**src/rtl/btn_pkg.sv**
```systemverilog
// Shared state type and clock-based timing helpers for the pushbutton
// conditioning path.
package btn_pkg;

  typedef enum logic [2:0] {
    IDLE,
    PRESS_WAIT,
    HELD,
    REPEAT,
    RELEASE_WAIT
  } btn_state_t;

  localparam int CLK_HZ = 100_000_000;

  function automatic int ms_to_cycles(input int ms);
    return (CLK_HZ / 1000) * ms;
  endfunction

  function automatic int max3(input int a, input int b, input int c);
    int m;
    m = (a > b) ? a : b;
    return (m > c) ? m : c;
  endfunction

endpackage

```
**src/rtl/btn_conditioner_sync_ff.sv**
```systemverilog
// Plain flop chain synchroniser for asynchronous inputs. It is shared by the
// buttons and the slide switches.
module sync_ff #(
  parameter int STAGES = 2,
  parameter int WIDTH  = 1
) (
  input  logic             clk_i,
  input  logic             rst_i,
  input  logic [WIDTH-1:0] d_i,
  output logic [WIDTH-1:0] q_o
);

  logic [STAGES-1:0][WIDTH-1:0] chain_q;

  always_ff @(posedge clk_i) begin
    if (rst_i) begin
      chain_q <= '0;
    end else begin
      chain_q <= {chain_q[STAGES-2:0], d_i};
    end
  end

  assign q_o = chain_q[STAGES-1];

endmodule

```
**src/rtl/btn_conditioner.sv**
```systemverilog
// Turns one raw, bouncing pushbutton into a debounced level and one-clock
// press, release, auto-repeat and counter-step strobes.
module btn_conditioner
  import btn_pkg::*;
#(
  parameter int SYNC_STAGES     = 2,
  parameter int DEBOUNCE_CYCLES = ms_to_cycles(10),
  parameter int REPEAT_EN       = 1,
  parameter int REPEAT_DELAY    = ms_to_cycles(500),
  parameter int REPEAT_PERIOD   = ms_to_cycles(100)
) (
  input  logic CLK100MHZ,
  input  logic BTNU,
  input  logic btn_raw,
  output logic btn_level,
  output logic press_pulse,
  output logic release_pulse,
  output logic repeat_pulse,
  output logic step_pulse
);

  localparam int CNT_MAX = max3(DEBOUNCE_CYCLES, REPEAT_DELAY, REPEAT_PERIOD);
  localparam int CNT_W   = $clog2(CNT_MAX + 1);

  localparam logic [CNT_W-1:0] CNT_ONE  = CNT_W'(1);
  localparam logic [CNT_W-1:0] DEB_C    = CNT_W'(DEBOUNCE_CYCLES);
  localparam logic [CNT_W-1:0] DELAY_C  = CNT_W'(REPEAT_DELAY);
  localparam logic [CNT_W-1:0] PERIOD_C = CNT_W'(REPEAT_PERIOD);

  logic             s;
  btn_state_t       state_q, state_d;
  logic [CNT_W-1:0] cnt_q, cnt_d, cnt_inc;
  logic             level_q, level_d;
  logic             press_q, press_d;
  logic             release_q, release_d;
  logic             repeat_q, repeat_d;
  logic             step_q;

  sync_ff #(
    .STAGES(SYNC_STAGES),
    .WIDTH (1)
  ) u_sync (
    .clk_i(CLK100MHZ),
    .rst_i(BTNU),
    .d_i  (btn_raw),
    .q_o  (s)
  );

  assign cnt_inc = (cnt_q == '1) ? cnt_q : cnt_q + CNT_ONE;

  // The edge that enters a state counts as its first clock. The one exception
  // is a bounce during release: it restarts the repeat delay from zero.
  always_comb begin
    state_d   = state_q;
    cnt_d     = cnt_inc;
    level_d   = level_q;
    press_d   = 1'b0;
    release_d = 1'b0;
    repeat_d  = 1'b0;
    case (state_q)
      IDLE: begin
        cnt_d = '0;
        if (s) begin
          state_d = PRESS_WAIT;
          cnt_d   = CNT_ONE;
        end
      end
      PRESS_WAIT: begin
        if (!s) begin
          state_d = IDLE;
          cnt_d   = '0;
        end else if (cnt_q == DEB_C) begin
          state_d = HELD;
          cnt_d   = CNT_ONE;
          level_d = 1'b1;
          press_d = 1'b1;
        end
      end
      HELD: begin
        if (!s) begin
          state_d = RELEASE_WAIT;
          cnt_d   = CNT_ONE;
        end else if ((REPEAT_EN != 0) && (cnt_q == DELAY_C)) begin
          state_d  = REPEAT;
          cnt_d    = CNT_ONE;
          repeat_d = 1'b1;
        end
      end
      REPEAT: begin
        if (!s) begin
          state_d = RELEASE_WAIT;
          cnt_d   = CNT_ONE;
        end else if (cnt_q == PERIOD_C) begin
          cnt_d    = CNT_ONE;
          repeat_d = 1'b1;
        end
      end
      RELEASE_WAIT: begin
        if (s) begin
          state_d = HELD;
          cnt_d   = '0;
        end else if (cnt_q == DEB_C) begin
          state_d   = IDLE;
          cnt_d     = '0;
          level_d   = 1'b0;
          release_d = 1'b1;
        end
      end
      default: begin
        state_d = IDLE;
        cnt_d   = '0;
      end
    endcase
  end

  always_ff @(posedge CLK100MHZ) begin
    if (BTNU) begin
      state_q   <= IDLE;
      cnt_q     <= '0;
      level_q   <= 1'b0;
      press_q   <= 1'b0;
      release_q <= 1'b0;
      repeat_q  <= 1'b0;
      step_q    <= 1'b0;
    end else begin
      state_q   <= state_d;
      cnt_q     <= cnt_d;
      level_q   <= level_d;
      press_q   <= press_d;
      release_q <= release_d;
      repeat_q  <= repeat_d;
      step_q    <= press_d | repeat_d;
    end
  end

  assign btn_level     = level_q;
  assign press_pulse   = press_q;
  assign release_pulse = release_q;
  assign repeat_pulse  = repeat_q;
  assign step_pulse    = step_q;

endmodule

```
**config.mk**
```make
export PLATFORM = sky130hd
export DESIGN_NAME = btn_conditioner
export DESIGN_NICKNAME = d
export VERILOG_FILES = /design/src/rtl/btn_pkg.sv /design/src/rtl/btn_conditioner_sync_ff.sv /design/src/rtl/btn_conditioner.sv
export SDC_FILE = /design/constraint.sdc
export NUM_CORES = 1
export LEC_CHECK = 0
export CAP_MARGIN = 0
export CELL_PAD_IN_SITES_DETAIL_PLACEMENT = 0
export CELL_PAD_IN_SITES_GLOBAL_PLACEMENT = 1
export CORE_ASPECT_RATIO = 1.75
export CORE_MARGIN = 2
export CORE_UTILIZATION = 41
export CTS_CLUSTER_DIAMETER = 120
export DETAILED_ROUTE_END_ITERATION = 12
export PLACE_DENSITY = 0.8
export SYNTH_ARGS = -nofsm -noshare
export SYNTH_HDL_FRONTEND = slang
export SYNTH_HIERARCHICAL = 1
export SYNTH_SLANG_ARGS = --single-unit
```
**constraint.sdc**
```tcl
create_clock -name CLK100MHZ -period 2.26 [get_ports CLK100MHZ]
set_clock_uncertainty 0.15 [all_clocks]
set_input_delay 0.339 -clock CLK100MHZ [delete_from_list [all_inputs] [get_ports CLK100MHZ]]
set_output_delay 0.339 -clock CLK100MHZ [all_outputs]
set_load 0.02 [all_outputs]
```
Word-level counts from Yosys, hierarchy flattened
Cells that the tools add are included.
W data, S select, Z words.
- register bits after elaboration: 36
- input port bits: 3
- logic and storage cells: 67
- output and inout bits: 5
- bitwise gates (word level): 2
- equal/unequal tests: 17
- multiplexer cells: 33
- add/sub/neg operators: 1
- reduce and logical (&&, ||, !) cells: 5
- operator list (kind ; number):
    $mux W26 ; 9
    $pmux W26 S5 ; 1
    $eq A26 B26 Y1 const B ; 2
    $add A26 B1 Y26 const B ; 1
    $eq A26 B20 Y1 const B ; 1
    $eq A26 B24 Y1 const B ; 1
    $mux W3 ; 8
    $pmux W3 S5 ; 1
    $mux W1 ; 12
    $reduce_and A5 Y1 ; 2
    $ne A2 B2 Y1 const B ; 4
    $eq A3 B2 Y1 const B ; 2
    $ne A3 B3 Y1 const B ; 2
    $ne A2 B1 Y1 const B ; 2
    $pmux W1 S2 ; 2
    $eq A3 B1 Y1 const B ; 1
    $eq A3 B3 Y1 const B ; 1
    $logic_not A3 Y1 ; 1
    $ne A3 B2 Y1 const B ; 1
    $reduce_or A3 Y1 ; 1
    $reduce_bool A2 Y1 ; 1
    $not A1 Y1 ; 1
    $or A1 B1 Y1 ; 1

Longest topological paths before layout
Gate-level depths: netlist of run 1.
- depth in word-level cells: 5
- depth in mapped cells: 9
- depth with buffers taken out: 8

By module
Netlist of run 1, hierarchy kept.
- by module, submodules not included (module ; times used ; sequential area each (sq um) ; cells each ; area an instance (sq um)):
    btn_conditioner ; 1 ; 680.7 ; 206 ; 1798.0
    sync_ff ; 1 ; 40.0 ; 4 ; 52.6

Least setup slack after synthesis of run 1
No wires, ideal clock.
- kind: reg2reg
- start: register cnt_q[0]
- end: register cnt_q[5]
- stages on the path, launching flop included: 10
- setup slack: 107 ps
- setup time: 115 ps
- data arrival time: 1888 ps
- clock period less this slack: 2153 ps
- path buffers: 1
- data required time: 1995 ps
- path through: dfxtp_1 > inv_1 > ha_1 > nor4b_1 > nand4_1 > nand4b_1 > and3_1 > a21oi_4 > buf_6 > nor2_1
- word-level cells in the longest chain between the ends: 5
- elaborated cells on any way between the ends: 15
- those cells by class: add/sub: 1; eq/ne: 4; mux: 10
- RTL lines (what ; line ; text):
    start, declared ; btn_conditioner.sv:32 ; logic [CNT_W-1:0] cnt_q, cnt_d, cnt_inc;
    start signal, assigned ; btn_conditioner.sv:127 ; cnt_q <= cnt_d;
    $add A26 B1 Y26 or $eq A26 B26 Y1 (tied branches) ; btn_conditioner.sv:49 ; assign cnt_inc = (cnt_q == '1) ? cnt_q : cnt_q + CNT_ONE;
    $mux W26 ; btn_conditioner.sv:49 ;
    $mux W26, on equally long branches (2 in series) ; -- ;
    $pmux W26 S5 * ; btn_conditioner.sv:60 ; case (state_q)
Every way passes the cells marked *; elsewhere a longest branch is shown, timed or not.
A chain may end at the register's enable or synchronous reset.

Worst setup path in the final report of run 1
- start: register state_q[0]
- end: register cnt_q[25]
- word-level cells in the longest chain between the ends: 2
- elaborated cells on any way between the ends: 6
- those cells by class: eq/ne: 4; mux: 1; reduce/logical: 1
- RTL lines (what ; line ; text):
    start, declared ; btn_conditioner.sv:31 ; btn_state_t state_q, state_d;
    start signal, assigned ; btn_conditioner.sv:126 ; state_q <= state_d;
    $eq A3 B3 Y1 (tied with other cells) ; btn_conditioner.sv:60 ;
    $pmux W26 S5 * ; btn_conditioner.sv:60 ;
Marked as above.

==> metrics.cfg, run 1 <==
[worst_setup_path]
cp_slowest_stage_delay_ns = 0.56
path_cells = or4b_1 > nor3_1 > o21ai_1 > a21oi_4 > buf_12 > a311oi_1
ff2ff_setup_slack_ns = 0.07
critical_path_peak_fanout = 17
start_kind = flop
end_kind = flop
crit_arrival_ns = 2.20
cp_slowest_cell = or4b_1
critPathKind = reg -> reg
path_buf_inv = 1
worstPathRequired_ns = 2.27
cp_top_family = simple AND/OR/NAND/NOR gates

[synthesis]
ys.flop_type = dfxtp_1
synth_top_area_share_pct = 38.9
async_reset_ff_share_pct = 0
ys_warn_count = 6
synthTopCellsByCount = dfxtp_1, nor2_1, nand2_1
synth-edff-count = 0
postSynthAreaPerCell_um2 = 8.81
syn_inst = 210
syn_area_um2 = 1850
synthesis.nets = 215
yosysTopAreaCell = dfxtp_1
yosysMostFrequentCell = dfxtp_1
yosysSeqAreaShare_pct = 38.9
yosys-top-cells-area = dfxtp_1, xor2_1, nor2_1
ys_types = 53
synth_seq_cells = 36

[power_and_ir_drop]
p_comb_share_pct = 2.1
total_power_mw = 1.16
intPower_mw = 0.921
power.leakage_nw = 0.778
swShare_pct = 20.6
netSwitchingPower_mw = 0.239
vdd_drop_max_uv = 336
seq_power_share_pct = 55.1
p_per_area_nw_per_um2 = 510
clkPwrFrac_pct = 42.8

[placement]
dpl_cell_area_um2 = 2150
place_congestion = 0.878
dp_cells = 287
hpwl_mm = 3.40
port_buffers = 7

[floorplan]
design.die.area_um2 = 5090
fp-row-count = 32
fp.coreArea_um2 = 4360
die_x_um = 54.8
initial_utilization_pct = 42.4
die_h_um = 92.9
num_io_pins = 8

[clock_tree]
clockBufferDepth = 2
cts.sinks = 36
cts_setup_buffers = 0
clk_pin_slew_ns = 0.07
cts_buffers = 5
cts_hold_buf = 0
cts_tree = yes
clk_latency_ns = 0.29
cts-root-buf = clkbuf_8
htreeDepth = 2

[sta]
worst_pin_slew_ns = 0.502
final-hold-violation-count = 0
fmax_mhz = 458
tns_ns = 0
slew_headroom_pct = 66.3
setup_viol = 0
finalCritPeriodShare_pct = 96.7
min_period_ns = 2.19
drv_slew = 0
rsz0062_at_grt = true

[routing]
first_pass_iters = 4
wirelength_mm = 4.55
wire_per_inst_um = 15.5
initialDrtViolationCount = 20
avgViaCountPerCell = 5.63
antenna_left = 0
drcViolationCount = 0
detailroute.via_count = 1654

[worst_hold_path]
holdCritPathClass = reg -> reg

[final_layout]
fin_util_pct = 52.2
drive_above_1_share_pct = 21.4
final_cells = 294
antenna_cells = 0
fin_area_um2 = 2280
syn2layout_area_growth_pct = 23.0
nets = 248

[global_route]
grt_first_pass_wirelength_mm = 7.34
antenna_found_initial = 0
grt_pass1_vias = 1650
grt_max_degree = 18
gr-total-overflow = 0
grt_usage_pct = 19.6

[status]
status = complete, no violations

[flow_run]
max_cap_viol_count = 0

[final timing paths]
kind,start,end,cells after the start
max,state_q[0],cnt_q[25],6
min,u_sync/chain_q[0],u_sync/q_o,1
max reg2reg,state_q[0],cnt_q[25],6
min reg2reg,u_sync/chain_q[0],u_sync/q_o,1
[flip-flops by register name (all words and copies together), names as in the netlist]
name            count
step_pulse          1
u_sync/chain_q      1
btn_level           1
press_pulse         1
cnt_q              26
repeat_pulse        1
u_sync/q_o          1
state_q             3
release_pulse       1
[repair_timing]
item / in CTS / in global routing
gates resized for setup: 0 / 9
endpoints found under the setup margin: 0 / 29
endpoints found under the hold margin: 0 / 0
[metrics by stage]
| stage | hold slack [ns] | setup slack [ns] |
|---|---|---|
| finish | 0.296 | 0.0744 |
| global placement | 0.279 | 0.0919 |
| detailed placement | 0.285 | 0.0589 |
| CTS | 0.300 | 0.0345 |
| floorplan | 0.261 | 0.107 |
| global route | 0.310 | -0.0251 |
[routing by layer]
metal,GRT usage [%],routed length (um),up-vias
li1,-,-,820
met3,3.55,113,11
met1,19.2,1770,790
met2,36.6,2560,33
met5,0,0,-
met4,8.75,116,0
[cell type report]
| type | count | area (um^2) |
|---|---|---|
| fillers | 429 | 2090 |
| flip-flops and latches | 36 | 724 |
| clock buffers | 7 | 96.3 |
| multi-input cells | 163 | 1090 |
| repair buffers | 33 | 282 |
| inverters | 4 | 15.0 |
| well taps | 51 | 63.8 |
[power by group through the flow]
stage	clock network, mW	logic (mW)	registers, mW
after floorplan	0	0.0112	0.653
after global placement	0	0.0238	0.654
after detailed placement	0	0.0239	0.654
after CTS	0.505	0.0240	0.639
after global routing	0.532	0.0260	0.639
final	0.497	0.0244	0.639
[placed cells by master (no fill, tap or decap), types with 5 or more instances in the layout]
cell	Yosys	layout
xor2_1	15	15
xnor2_1	6	6
dfxtp_1	36	33
clkbuf_8	0	7
nand4_1	7	7
nor2_1	26	26
nand2_1	16	16
nor3_1	11	11
buf_4	0	24
nor3b_1	5	5
clkdlybuf4s50_1	0	7
nand3_1	9	9
[cells by family after synthesis]
family | share of synthesized area [%]
xor gates and xnor gates | 9.94
adders and majority gates | 1.35
buffers and inverters | 3.18
and+or+nand+nor | 37.1
DFF | 38.9
AOI/OAI and AO/OA | 9.47
(Power assumes the default switching activity.)
==> inputs of run 2 (changes only) <==
Settings changed: PLACE_DENSITY 0.8 to 0.81.
==> metrics.cfg, run 2 (synthesis gave the netlist of run 1 again) <==
[status]
status = complete, no violations  ; unchanged

[clock_tree]
htreeDepth = 2  ; unchanged
cts_hold_buf = 0  ; unchanged
cts-root-buf = clkbuf_8  ; unchanged
cts_tree = yes  ; unchanged
cts.sinks = 36  ; unchanged
cts_buffers = 5  ; unchanged
clk_pin_slew_ns = 0.07  ; about the same
clk_latency_ns = 0.29  ; about the same
clockBufferDepth = 2  ; unchanged

[power_and_ir_drop]
p_per_area_nw_per_um2 = 505  ; was 510 nW/um^2
vdd_drop_max_uv = 331  ; was 336 uV
power.leakage_nw = 0.787  ; was 0.778 nW
total_power_mw = 1.16  ; about the same

[final_layout]
regMostFlops = cnt_q  ; unchanged
fin_area_um2 = 2290  ; was 2280 um^2
final_cells = 297  ; was 294
multi_input_area_um2 = 1090  ; about the same
nets = 251  ; was 248
largest_reg_flops = 26  ; unchanged
regArea_um2 = 724  ; unchanged
antenna_cells = 0  ; unchanged
reg_top3 = cnt_q x26, state_q x3  ; unchanged
drive_above_1_share_pct = 22.0  ; was 21.4%
syn2layout_area_growth_pct = 23.7  ; was 23.0%
layout_commonest_cell = dfxtp_1  ; unchanged
fill_cells = 430  ; was 429
mostFrequentLayoutCells = dfxtp_1, buf_4, nor2_1  ; was dfxtp_1, nor2_1, buf_4

[worst_setup_path]
worstPathRequired_ns = 2.34  ; was 2.27 ns
critical_path_peak_fanout = 5  ; was 17
cp_slowest_stage_delay_ns = 0.60  ; was 0.56 ns
critPathKind = reg -> reg  ; unchanged
cp_slowest_cell = or4_4  ; was or4b_1
crit_arrival_ns = 2.22  ; was 2.20 ns
r2r_start = cnt_q[14]  ; was state_q[0]
cp_top_family = simple AND/OR/NAND/NOR gates  ; unchanged
critical_path.startpoint = cnt_q[14]  ; was state_q[0]
path_cells = and4_1 > nand3_2 > or4_4 > or3_1 > a21oi_2  ; was or4b_1 > nor3_1 > o21ai_1 > a21oi_4 > buf_12 > a311oi_1
end_kind = flop  ; unchanged
start_kind = flop  ; unchanged
path_buf_inv = 0  ; was 1

[floorplan]
die_x_um = 54.8  ; unchanged
fp-row-count = 32  ; unchanged
initial_utilization_pct = 42.4  ; unchanged
fp.coreArea_um2 = 4360  ; unchanged
die_h_um = 92.9  ; unchanged
design.die.area_um2 = 5090  ; unchanged
num_io_pins = 8  ; unchanged

[routing]
antenna_left = 0  ; unchanged
initialDrtViolationCount = 33  ; was 20
wire_per_inst_um = 15.7  ; was 15.5 um
wirelength_mm = 4.66  ; was 4.55 mm
detailroute.via_count = 1670  ; was 1654
drcViolationCount = 0  ; unchanged
first_pass_iters = 4  ; unchanged
avgViaCountPerCell = 5.62  ; was 5.63

[global_route]
grt_first_pass_wirelength_mm = 7.67  ; was 7.34 mm
antenna_found_initial = 0  ; unchanged
gr-total-overflow = 0  ; unchanged
grt_pass1_vias = 1670  ; was 1650
grt_max_degree = 18  ; unchanged
grt_usage_pct = 20.8  ; was 19.6%

[placement]
dpl_cell_area_um2 = 2160  ; was 2150 um^2
hpwl_mm = 3.57  ; was 3.40 mm
dp_cells = 289  ; was 287
port_buffers = 7  ; unchanged
place_congestion = 0.836  ; was 0.878

[sta]
final-hold-violation-count = 0  ; unchanged
worst_pin_slew_ns = 0.502  ; about the same
fmax_mhz = 467  ; was 458 MHz
setup_viol = 0  ; unchanged
drv_slew = 0  ; unchanged
slew_headroom_pct = 66.3  ; about the same
min_period_ns = 2.14  ; was 2.19 ns
finalCritPeriodShare_pct = 94.8  ; was 96.7%
tns_ns = 0  ; unchanged

[worst_hold_path]
holdCritPathClass = reg -> reg  ; unchanged
hold_start = u_sync/chain_q[0]  ; unchanged

[flow_run]
max_cap_viol_count = 0  ; unchanged

==> run 2: cell type report <==
type | count | area share [%]
clock buffers | 7 | 4.21
multi-input cells | 163 | 47.6
flip-flops and latches | 36 | 31.7
well taps | 51 | 2.79
inverters | 4 | 0.656
repair buffers | 36 | 13.1
==> run 2: per-layer routing <==
layer / up-vias / GRT usage (%) / part of all wire [%]
met3: 16 / 3.39 / 1.8
met1: 794 / 20.9 / 39
met2: 33 / 37.0 / 55
met5: - / 0 / 0
li1: 827 / - / -
met4: 0 / 12.7 / 4.4
==> run 2: per-stage QoR <==
step	utilization [%]	worst slack, ns	hold WS [ns]
CTS	51.8	0.0580	0.303
global placement	49.6	0.100	0.283
detailed placement	49.6	0.0597	0.284
floorplan	-	0.107	0.261
finish	52.4	0.117	0.300
global route	52.4	-0.0257	0.320
==> run 2: what timing repair did <==
item                                    4_1_cts  5_1_grt
gates resized for setup                       0        6
endpoints found under the setup margin        0       29
buffers inserted                              0        1
==> run 2: path summary, 6_finish.rpt <==
path | endpoint | slack, ns | cells past startpoint
max | cnt_q[22] | 0.12 | 5
min | u_sync/q_o | 0.30 | 1
max reg2reg | cnt_q[22] | 0.12 | 5
min reg2reg | u_sync/q_o | 0.30 | 1
==> run 2: report_power, final <==
part	internal, mW	switching, mW	leakage, nW
Clock	0.271	0.221	0.0503
Sequential	0.637	0.00252	0.292
Combinational	0.0129	0.0114	0.445
Total	0.921	0.235	0.787
